$ cat config.mk
export PLATFORM = sky130hd
export DESIGN_NAME = mem_access_unit
export DESIGN_NICKNAME = d
export VERILOG_FILES = /design/src/rtl/mips_mem_pkg.sv /design/src/rtl/mem_access_unit_load_extend.sv /design/src/rtl/mem_access_unit.sv
export SDC_FILE = /design/constraint.sdc
export NUM_CORES = 1
export LEC_CHECK = 0
export CORE_MARGIN = 2
export CORE_UTILIZATION = 45
export CTS_BUF_LIST = sky130_fd_sc_hd__clkbuf_16
export DETAILED_ROUTE_END_ITERATION = 16
export GPL_ROUTABILITY_DRIVEN = 0
export PLACE_DENSITY = 0.67
export SKIP_LAST_GASP = 1
export SLEW_MARGIN = 30
export SYNTH_ARGS = -nofsm -noshare
export SYNTH_HDL_FRONTEND = slang
export SYNTH_HIERARCHICAL = 1
export SYNTH_SLANG_ARGS = --single-unit
$ cat constraint.sdc
create_clock -name clk -period 2.8 [get_ports clk]
set_input_delay 0.56 -clock clk [delete_from_list [all_inputs] [get_ports clk]]
set_output_delay 0.56 -clock clk [all_outputs]
set_load 0.005 [all_outputs]
$ cat src/rtl/mips_mem_pkg.sv
// Shared types and encodings for the MEM-stage byte-port access unit.
package mips_mem_pkg;

    typedef enum logic [1:0] {
        IDLE  = 2'd0,
        XFER  = 2'd1,
        DRAIN = 2'd2,
        DONE  = 2'd3
    } state_t;

    localparam logic [1:0] MEM_NONE = 2'd0;
    localparam logic [1:0] MEM_LW   = 2'd1;
    localparam logic [1:0] MEM_LH   = 2'd2;
    localparam logic [1:0] MEM_LHU  = 2'd3;

    // Number of byte beats a request needs: half-word loads take two, everything else four.
    function automatic logic [2:0] beat_count(input logic [1:0] mem_read);
        return (mem_read == MEM_LH || mem_read == MEM_LHU) ? 3'd4 - 3'd2 : 3'd4;
    endfunction

endpackage

$ cat src/rtl/mem_access_unit_load_extend.sv
// Sign/zero extension of an assembled big-endian load value.
module load_extend
    import mips_mem_pkg::*;
(
    input  logic [31:0] assembled,
    input  logic [1:0]  load_type,
    output logic [31:0] data
);

    // Half-word loads keep the low 16 bits and extend from bit 15.
    always_comb begin
        data = assembled;
        case (load_type)
            MEM_LH:  data = {{16{assembled[15]}}, assembled[15:0]};
            MEM_LHU: data = {16'h0000, assembled[15:0]};
            default: data = assembled;
        endcase
    end

endmodule

$ cat src/rtl/mem_access_unit.sv
// Serializes one lw/lh/lhu/sw request into big-endian byte beats on the data memory port.
module mem_access_unit
    import mips_mem_pkg::*;
#(
    parameter int MEM_BYTES = 1024
) (
    input  logic        clk,
    input  logic        rst_n,
    input  logic        req_valid,
    output logic        req_ready,
    input  logic [31:0] req_addr,
    input  logic [31:0] req_wdata,
    input  logic        req_mem_write,
    input  logic [1:0]  req_mem_read,
    output logic        stall,
    output logic        resp_valid,
    output logic [31:0] resp_data,
    output logic        resp_err,
    output logic [31:0] bus_addr,
    output logic [7:0]  bus_wdata,
    output logic        bus_we,
    output logic        bus_re,
    input  logic [7:0]  bus_rdata
);

    state_t      state;
    logic [1:0]  beat;
    logic [1:0]  last_beat;
    logic [1:0]  load_type;
    logic        is_store;
    logic [31:0] base;
    logic [31:0] wdata_shift;
    logic [31:0] load_shift;

    logic [2:0]  req_beats;
    logic        misaligned;
    logic        out_of_range;
    logic        illegal;
    logic        accept;
    logic [31:0] assembled;
    logic [31:0] extended;

    assign req_ready = (state == IDLE);
    assign stall     = (state != IDLE);

    // Legality of the request currently presented; evaluated only at acceptance.
    always_comb begin
        req_beats    = beat_count(req_mem_read);
        misaligned   = (req_beats == 3'd4) ? (req_addr[1:0] != 2'b00) : req_addr[0];
        out_of_range = ({1'b0, req_addr} + 33'(req_beats)) > 33'(MEM_BYTES);
        illegal      = misaligned || out_of_range || (req_mem_write && req_mem_read != MEM_NONE);
        accept       = req_valid && (state == IDLE) && (req_mem_write || req_mem_read != MEM_NONE);
    end

    // The final read byte arrives during DRAIN and is merged here without waiting a cycle.
    assign assembled = {load_shift[23:0], bus_rdata};

    load_extend u_load_extend (
        .assembled (assembled),
        .load_type (load_type),
        .data      (extended)
    );

    // Control FSM with registered bus strobes and response.
    always_ff @(posedge clk or negedge rst_n) begin
        if (!rst_n) begin
            state       <= IDLE;
            beat        <= 2'd0;
            last_beat   <= 2'd0;
            load_type   <= MEM_NONE;
            is_store    <= 1'b0;
            base        <= 32'd0;
            wdata_shift <= 32'd0;
            load_shift  <= 32'd0;
            resp_valid  <= 1'b0;
            resp_err    <= 1'b0;
            resp_data   <= 32'd0;
            bus_addr    <= 32'd0;
            bus_wdata   <= 8'd0;
            bus_we      <= 1'b0;
            bus_re      <= 1'b0;
        end else begin
            case (state)
                IDLE: begin
                    if (accept) begin
                        load_type  <= req_mem_read;
                        is_store   <= req_mem_write;
                        base       <= req_addr;
                        beat       <= 2'd0;
                        last_beat  <= 2'(req_beats - 3'd1);
                        load_shift <= 32'd0;
                        if (illegal) begin
                            state      <= DONE;
                            resp_valid <= 1'b1;
                            resp_err   <= 1'b1;
                            resp_data  <= 32'd0;
                        end else begin
                            state       <= XFER;
                            bus_addr    <= req_addr;
                            bus_we      <= req_mem_write;
                            bus_re      <= !req_mem_write;
                            bus_wdata   <= req_mem_write ? req_wdata[31:24] : 8'd0;
                            wdata_shift <= req_wdata << 8;
                        end
                    end
                end
                XFER: begin
                    // Byte from the previous beat's read is on bus_rdata now.
                    if (beat != 2'd0) begin
                        load_shift <= {load_shift[23:0], bus_rdata};
                    end
                    if (beat == last_beat) begin
                        bus_we <= 1'b0;
                        bus_re <= 1'b0;
                        beat   <= 2'd0;
                        if (is_store) begin
                            state      <= DONE;
                            resp_valid <= 1'b1;
                            resp_err   <= 1'b0;
                            resp_data  <= 32'd0;
                        end else begin
                            state <= DRAIN;
                        end
                    end else begin
                        beat        <= beat + 2'd1;
                        bus_addr    <= base + 32'(beat) + 32'd1;
                        bus_wdata   <= is_store ? wdata_shift[31:24] : 8'd0;
                        wdata_shift <= wdata_shift << 8;
                    end
                end
                DRAIN: begin
                    state      <= DONE;
                    resp_valid <= 1'b1;
                    resp_err   <= 1'b0;
                    resp_data  <= extended;
                end
                DONE: begin
                    state      <= IDLE;
                    resp_valid <= 1'b0;
                    resp_err   <= 1'b0;
                    resp_data  <= 32'd0;
                end
                default: state <= IDLE;
            endcase
        end
    end

endmodule
==> results of run 1 <==
[flip-flops by register name, summed over array words and instances, names as in the netlist]
signal	count
load_shift	24
last_beat	2
bus_addr	32
wdata_shift	24
beat	2
bus_wdata	8
resp_valid	1
resp_data	32
bus_re	1
bus_we	1
is_store	1
base	32
state	2
resp_err	1
load_type	2
[stage by stage]
step	hold slack (ps)	setup slack (ps)	util (%)
floorplan	264	-1140	-
global placement	461	-1790	58.7
detailed placement	470	-1790	58.8
CTS	94.5	-612	65.6
global route	110	-844	66.3
finish	94.3	-694	66.3
[power breakdown]
part | internal, W | switching (W) | total (W)
clock | 0.00125 | 0.00104 | 0.00229
combinational | 0.00348 | 0.00281 | 0.00629
sequential | 0.00312 | 0.000651 | 0.00377
[final timing paths]
kind                            cells past startpoint    startpoint              end
max in group asynchronous                           2         rst_n    resp_data[15]
worst min-delay path                                1         rst_n         is_store
worst min register to register                      2  resp_data[2]     resp_data[2]
min in group clk                                    2  resp_data[2]     resp_data[2]
worst max register to register                      7      state[0]     bus_addr[28]
worst max-delay path                               13  req_addr[17]  wdata_shift[16]
[synth_stat cells, types with 18 or more instances]
cell type	instances	area (um2)
sky130_fd_sc_hd__clkbuf_1	44	165
sky130_fd_sc_hd__a21oi_1	30	150
sky130_fd_sc_hd__nand2_1	177	664
sky130_fd_sc_hd__o21ai_0	96	480
sky130_fd_sc_hd__nor2_1	37	139
sky130_fd_sc_hd__nand3_1	29	145
sky130_fd_sc_hd__buf_4	21	158
sky130_fd_sc_hd__mux2_1	30	338
sky130_fd_sc_hd__mux2i_1	37	370
sky130_fd_sc_hd__dfrtp_1	165	4130
sky130_fd_sc_hd__a22o_1	20	175
sky130_fd_sc_hd__inv_1	35	131
sky130_fd_sc_hd__mux2_2	26	293
sky130_fd_sc_hd__xor2_1	18	158
sky130_fd_sc_hd__xnor2_1	18	158
[cells by family (layout without fill, tap and decap cells)]
logic type / count (synthesis) / after routing
flops: 165 / 165
fa+ha+maj: 11 / 11
buf+inv: 110 / 355
mux: 93 / 93
simple gates: 326 / 326
compound gates: 211 / 212
xor+xnor: 36 / 36
[final cells by class]
class	instances	area [um2]
Clock buffer	17	425
Clock inverter	15	143
Fill cell	1534	6560
Inverter	36	135
Multi-Input combinational cell	678	4760
Sequential cell	165	4130
Tap cell	265	332
Timing Repair Buffer	287	2980
[per-layer routing]
metal	global-route usage (%)	vias up	wire length, um	part of all wire, %
li1	-	3809	-	-
met1	33.2	3902	11200	42
met2	42.6	276	13200	50
met3	5.09	52	1430	5.4
met4	9.06	0	696	2.6
met5	0	-	0	0
[repair_timing]
action,in CTS,in global routing
endpoints found under the setup margin,101,101
pin swaps,25,15
gates resized for setup,103,21
buffers inserted,15,6
cloned,12,0
[critical path: stages]
cell and delay (ps):
sky130_fd_sc_hd__clkdlybuf4s50_1 480, sky130_fd_sc_hd__nand4_1 240, sky130_fd_sc_hd__or4_4 550, sky130_fd_sc_hd__nor3_2 120
sky130_fd_sc_hd__nand2_1 60, sky130_fd_sc_hd__a221o_1 300, sky130_fd_sc_hd__or3b_4 420, sky130_fd_sc_hd__nor3_4 190
sky130_fd_sc_hd__buf_6 150, sky130_fd_sc_hd__buf_12 130, sky130_fd_sc_hd__buf_16 140, sky130_fd_sc_hd__mux2i_2 240
sky130_fd_sc_hd__o221ai_1 180
[cell usage in the layout, fill, tap and decap left out, types with 5 or more instances in the layout]
master,count
sky130_fd_sc_hd__buf_16,9
sky130_fd_sc_hd__nand3_1,26
sky130_fd_sc_hd__mux2_4,23
sky130_fd_sc_hd__o21ai_2,5
sky130_fd_sc_hd__mux2_1,7
sky130_fd_sc_hd__nor3_1,8
sky130_fd_sc_hd__buf_4,98
sky130_fd_sc_hd__and3_1,16
sky130_fd_sc_hd__nor2_1,36
sky130_fd_sc_hd__o21ai_0,91
sky130_fd_sc_hd__buf_6,11
sky130_fd_sc_hd__nor4_1,5
sky130_fd_sc_hd__xnor2_1,18
sky130_fd_sc_hd__inv_6,6
sky130_fd_sc_hd__inv_1,35
sky130_fd_sc_hd__a21oi_1,29
sky130_fd_sc_hd__nand2_2,6
sky130_fd_sc_hd__xor2_1,18
sky130_fd_sc_hd__nand4_1,11
sky130_fd_sc_hd__nand2_1,169
sky130_fd_sc_hd__ha_1,7
sky130_fd_sc_hd__nor2b_1,5
sky130_fd_sc_hd__o221ai_1,13
sky130_fd_sc_hd__o211ai_1,6
sky130_fd_sc_hd__dfrtp_1,165
sky130_fd_sc_hd__mux2_2,26
sky130_fd_sc_hd__a22o_1,20
sky130_fd_sc_hd__dlygate4sd2_1,5
sky130_fd_sc_hd__clkdlybuf4s50_1,146
sky130_fd_sc_hd__buf_12,11
sky130_fd_sc_hd__clkbuf_16,17
sky130_fd_sc_hd__mux2i_1,33
sky130_fd_sc_hd__o21ai_1,9
==> impl_summary.md, run 1 <==
Clock network
At the later pin of the worst-skew pair, clock insertion delay measures 430 ps. The tree is rooted in a sky130_fd_sc_hd__clkbuf_16. The number of sinks on the clock net is 165. Clock-pin slew was measured on the worst setup and hold paths at ~70 ps. The cts-stage hold buffer count is 0. The CTS buffer count is 17. The worst-case clock buffer depth is 2.

The clock tree synthesis step divided the H-tree into 4 levels. TritonCTS built the clock tree.

Worst setup path
Data on the critical path is required at its endpoint by just over 3000 ps. The largest fanout of any net on the critical path is 8. The endpoint kind of the worst setup timing path is a register. The critical path class is in -> reg. STA classifies the critical path startpoint as a primary input. Setup slack on the worst reg-to-reg path comes out at about 180 ps. At the worst endpoint, the arrival time is between 3000 and 4000 ps.

Timing
The maximum clock skew at final layout is around 14 ps. The post-layout worst setup margin is -694 ps. Setup violations remaining at the end of the flow were counted as slightly above 100.

The worst-case headroom to the max-slew limit is between 40% and 50%. The final-report hold violation count was 0. The time the worst path needs with I/O delays and setup is ~3500 ps.

After layout, the worst path uses 125% of the clock period. The count of pins over their slew limit was 0. Timing would allow up to 0.286 GHz. Setup repair after global routing could not meet its margin everywhere. Setup total negative slack on the finished layout was measured at -56840 ps.

The transition time of the tightest slew-check pin is between 800 and 900 ps.

Yosys
The count of yosys warnings during synthesis is 6. Dividing the synthesized area by the synthesized cell count gives between 9 and 10 um2. The number of register bits inferred by synthesis is 165.

The number of nets handed over by synthesis was ~1000. Yosys mapped a number of flops with a built-in enable equal to 0. The cell area after synthesis is ~8900 um2. The main flop type after synthesis is sky130_fd_sc_hd__dfrtp_1.

The number of different library cells used by synthesis comes to roughly 60. The dominant combinational cell family by area after synthesis is simple AND/OR/NAND/NOR gates. Of the total synthesized cell area, the portion taken by full adders, half adders and majority gates is roughly 1.7%. The synthesized netlist devotes between 10% and 20% of its cell area to simple gates. In the synthesized netlist, the number of instances is 952. Summing the sequential cell areas from Yosys gives approximately 46% of the chip area. The post-synthesis xor/xnor area fraction is approximately 3.5%.

The compound-gate portion of the synthesized area is about 15%. The async set-or-reset flop fraction in the synthesized netlist is 100%. In the synthesized netlist, mux cells make up between 10% and 20% of the area.

Global route
The first global-routing pass estimated approximately 43000 um of wire. Entering global routing, the biggest net connects about 100 pins. The initial antenna violation count is 0. For this run the aggregate overflow at the end of global routing stands at 0. The number of global-route vias before repair came to ~8000. The global routing usage summed across all routing layers is 25.6%.

Finish
For this run, the post-layout net count is 1274. After routing the design area is ~13000 um2. Leaving out filler cells and counting taps, the final layout contains between 1000 and 1500.

Cells with a size suffix above 1 make up between 20 and 25% of the layout. Compared with the post-synthesis result, the final layout area differs by 44.2%. 0 antenna diodes ended up in the layout.

Worst hold path
The path class of the tightest hold or removal check is in -> async.

Route
The average wire length per cell after detail routing is 18.1 um. The remaining number of nets flagged by the antenna check after routing is 0. The total number of vias is ~8000.

The post-detailed-route DRC marker count is 0. Wires add up to around 26000 um. The initial DRC count is 530. The routed via count divided by cell count is approximately 5.5. The number of detailed-route iterations in the first pass is 4.

Floorplan
The die covers between 20000 and 25000 um2. The width of the chip is between 100 and 150 um. The number of rows created at floorplan is just over 50. The floorplan step defined a core boundary enclosing approximately 19000 um2.

The die is between 100 and 150 um tall. The initial core utilization is around 46%. The top-level I/O count is roughly 160.

Status
The final reports fail on negative setup slack. The flow ran to the end, but the final reports show violations.

Place
The half-perimeter wire length after placement is between 15000 and 20000 um. In this run the cell area measured after placement is approximately 11000 um2. The number of placed instances, taps included, is 1400. The count of input and output buffers is ~160.

Run
Across the run, the number of max-cap violations was 0.

Pwr
The standby leakage power is approximately 5.5 nW. The power density relative to cell area is around 960 nW/um2. Total power for the finished layout comes to ~0.012 W. IR analysis of the VDD net gives a maximum drop of 0.605 mV.
No activity file was read; power rests on OpenSTA's default activity.
==> inputs of run 2 (changes only) <==
- clock period: 2.8 -> 4.41 ns (I/O delays scaled with it)
==> run 2 against run 1 <==
The run now ends clean. Count of clock-buffer cells in the layout stayed put. Sequential share of layout area grew 2.7 points. Global-route usage decreased by 2.9 points. Routed wire length shrank 9.5%. Die area stayed put. First-iteration DRC count is 25% lower. Via count decreased by 6.0%. Sequential cell count stayed put. Register-to-register slack improved by 1100 ps.
==> impl_summary.md, run 2 (synthesis gave the netlist of run 1 again) <==
Status
The flow ran to the end, and the final reports show no timing, DRC or antenna violations.

Pwr
The largest voltage drop on the vdd net is 0.395 mV (-35%). The power density relative to cell area is 567 nW/um2 (-41%). The standby leakage power is 4.96 nW (-9.3%).

Run
The max-capacitance violation count is 0 (unchanged).

Finish
In the final layout, the registers with the most flip-flops are base x32, bus_addr x32, resp_data x32. Leaving out fill and tap cells, the most frequent cells in the layout are sky130_fd_sc_hd__nand2_1, sky130_fd_sc_hd__dfrtp_1, sky130_fd_sc_hd__clkdlybuf4s50_1. The count of nets after finishing came to 1213 (-4.8%). The area of all placed cells without fillers is 11900 um2 (-7.8%). The fraction of layout instances using a drive strength above 1 is 13.6% (-9.4 points). Compared with the post-synthesis result, the final layout area differs by 32.9%.

The leading cell type in the layout, fill and taps excluded is sky130_fd_sc_hd__nand2_1.

Place
The post-place instance area is 11100 um2 (-3.3%). The count of input and output buffers is 155 (unchanged). The half-perimeter wire length after placement was 17000 um (-3.2%).

Worst setup path
Traced cell by cell, the critical path runs through dlymetal6s2s_1 > ha_2 > inv_1 > fa_2 > nand4b_1 > or4_4 > nor3_4 > nand2_1 > a221o_1 > or3b_4 > nor3_4 > a2bb2oi_4 > buf_12 > clkbuf_16 > mux2_1. The critical path class is in -> reg. The data arrival time of the critical path is 4440 ps (+670 ps). The peak per-stage delay on the critical path is 600 ps (+50 ps). Among cell families on the critical path, the largest total delay comes from simple AND/OR/NAND/NOR gates. The type of origin of the critical path is a primary input. The slowest stage of the critical path is the sky130_fd_sc_hd__or4_4 cell. The data required time at the worst endpoint is 4720 ps (+1640 ps).

The register-to-register setup slack is 1280 ps (+1100 ps). The endpoint kind of the worst setup timing path is a register. The worst register-to-register path ends at bus_addr[28]. The most common cell type on the critical path is sky130_fd_sc_hd__nor3_4.

The path depth of the worst reg2reg path is 12 (+5). The largest fanout of any net on the critical path is 5 (-3). The number of buffers and inverters on the critical path is 4 (unchanged). In this run the critical register-to-register path is launched from beat[0].

Floorplan
The width of the chip came to 145 um (unchanged). The area of the core region came to 19500 um2 (unchanged). The area of the die was 21000 um2 (unchanged). The top-level I/O count was 156 (unchanged). The number of rows created at floorplan was 51 (unchanged).

The initial core utilization is 46.0% (unchanged). The overall die height is 145 um (unchanged).

Timing
The transition time of the tightest slew-check pin is 932 ps (+108 ps). The time the worst path needs with I/O delays and setup is between 4000 and 5000 ps. The post-route fraction of the period consumed by the critical path is 93.6%. The maximum clock skew at final layout came to 8.03 ps (-6.36 ps).

The highest achievable clock rate is roughly 0.24 GHz. The worst-case headroom to the max-slew limit is 37.7% (-7.2 points). The count of pins over their slew limit came to 0 (unchanged). Setup repair after global routing left no endpoint under its margin. The final-report hold violation count is 0 (unchanged). The worst-case hold slack came to 477 ps (+383 ps). The final setup violation count is 0 (-100%).

Worst hold path
The type of the tightest min-delay check is reg -> reg. The source of the worst hold timing path is resp_data[1]. The worst hold path terminates at resp_data[1].

The worst hold path stage count is 2.

Route
The average wire length per cell after detail routing is 17.1 um (-5.6%). The initial DRC count is 396 (-25%). The total number of vias is 7555 (-6.0%). The routed via count divided by cell count is 5.38 (-2.0%). The number of detailed-route iterations in the first pass was 5 (+1). The final wirelength is 24000 um (-9.5%).

The post-detailed-route DRC marker count is 0 (unchanged). The remaining number of nets flagged by the antenna check after routing is 0 (unchanged).

Clock network
The depth of the CTS H-tree came to 4 (unchanged). The clock-pin transition on the worst setup and hold timing paths was 70 ps (about the same). The number of sinks on the clock net is 165 (unchanged). The CTS buffer count is 17 (unchanged). The worst-case clock buffer depth is 2 (unchanged). The cell at the root of the clock tree is sky130_fd_sc_hd__clkbuf_16. TritonCTS built the clock tree.

The clock latency reported for the late side of the worst-skew pair was 430 ps (about the same). The cts-stage hold buffer count was 0 (unchanged).

Global route
The initial antenna violation count came to 1 (+1). The overall overflow remaining after global route is 0 (unchanged). The number of global-route vias before repair is 7485 (-7.0%).

The global routing usage summed across all routing layers is 22.7% (-2.9 points). The pin count of the biggest net entering global routing is 89 (-14%). The global-route wire length before repair was 38600 um (-10%).
-- run 2: cell types whose count changed in the layout (fill, tap and decap cells not counted), sizes merged --
cell,delta
clkinvlp,+1
bufbuf,-3
clkdlybuf4s50,+5
buf,-62
clkbuf,+2
diode,+1
bufinv,+1
o21bai,-1
dlymetal6s2s,+3
dlygate4sd2,-5
inv,-3
clkinv,+1
-- run 2: routing by layer --
layer | routed length, um | track usage (%) | vias up
met4 | 701 | 8.12 | 0
met5 | 0 | 0 | -
li1 | - | - | 3671
met1 | 10200 | 28.6 | 3618
met2 | 11900 | 38.9 | 223
met3 | 1100 | 4.53 | 43
-- run 2: cell type report --
cell class              instances  area [um2]
clock buffers                  17         425
repair buffers                227        2250
clock inverters                15         194
inverters                      36         135
multi-input cells             677        4420
diodes                          1        2.50
well taps                     265         332
flip-flops and latches        165        4130
fillers                      1659        7570
-- run 2: how the worst max path moves through the flow --
stage | startpoint | end | cells after the start
2_1_floorplan | req_mem_read[1] | bus_addr[11] | 15
3_3_place_gp | req_mem_read[1] | bus_addr[15] | 14
3_5_place_dp | req_addr[1] | wdata_shift[16] | 14
4_1_cts | req_mem_read[1] | bus_wdata[6] | 14
5_1_grt | req_addr[1] | bus_addr[27] | 15
6_report | req_mem_read[1] | bus_addr[8] | 15
-- run 2: power breakdown --
group,switching [W],internal (W)
logic,0.00143,0.00138
clock network,0.000683,0.000863
registers,0.000396,0.00198
total,0.00251,0.00423
-- run 2: worst reg2reg max path, stage by stage (launching register included) --
cell	delay (ps)
sky130_fd_sc_hd__dfrtp_1	410
sky130_fd_sc_hd__inv_1	90
sky130_fd_sc_hd__ha_1	190
sky130_fd_sc_hd__inv_1	80
sky130_fd_sc_hd__fa_1	260
sky130_fd_sc_hd__and3_1	260
sky130_fd_sc_hd__nand2_1	130
sky130_fd_sc_hd__nor3_1	550
sky130_fd_sc_hd__nand3_1	320
sky130_fd_sc_hd__nor2b_1	210
sky130_fd_sc_hd__xnor2_1	130
sky130_fd_sc_hd__a21oi_1	80
sky130_fd_sc_hd__mux2_1	310
-- run 2: through the flow --
stage / instances / setup WS (ps) / TNS [ps] / util (%) / total power (W)
finish: 1403 / 281 / 0 / 61.1 / 0.00674
global route: 1403 / 142 / 0 / 61.1 / 0.00717
global placement: 1362 / -506 / -42180 / 56.8 / 0.00504
CTS: 1397 / 51.1 / 0 / 60.3 / 0.00671
floorplan: 952 / 22.4 / 0 / - / 0.00392
detailed placement: 1362 / -672 / -50870 / 56.8 / 0.00511
-- run 2: timing repair --
action | CTS | global route
endpoints found under the hold margin | 0 | 0
resized for setup | 8 | 14
setup buffers | 2 | 3
pin swaps | 3 | 7
gates cloned | 1 | 2
setup endpoints to repair | 58 | 65
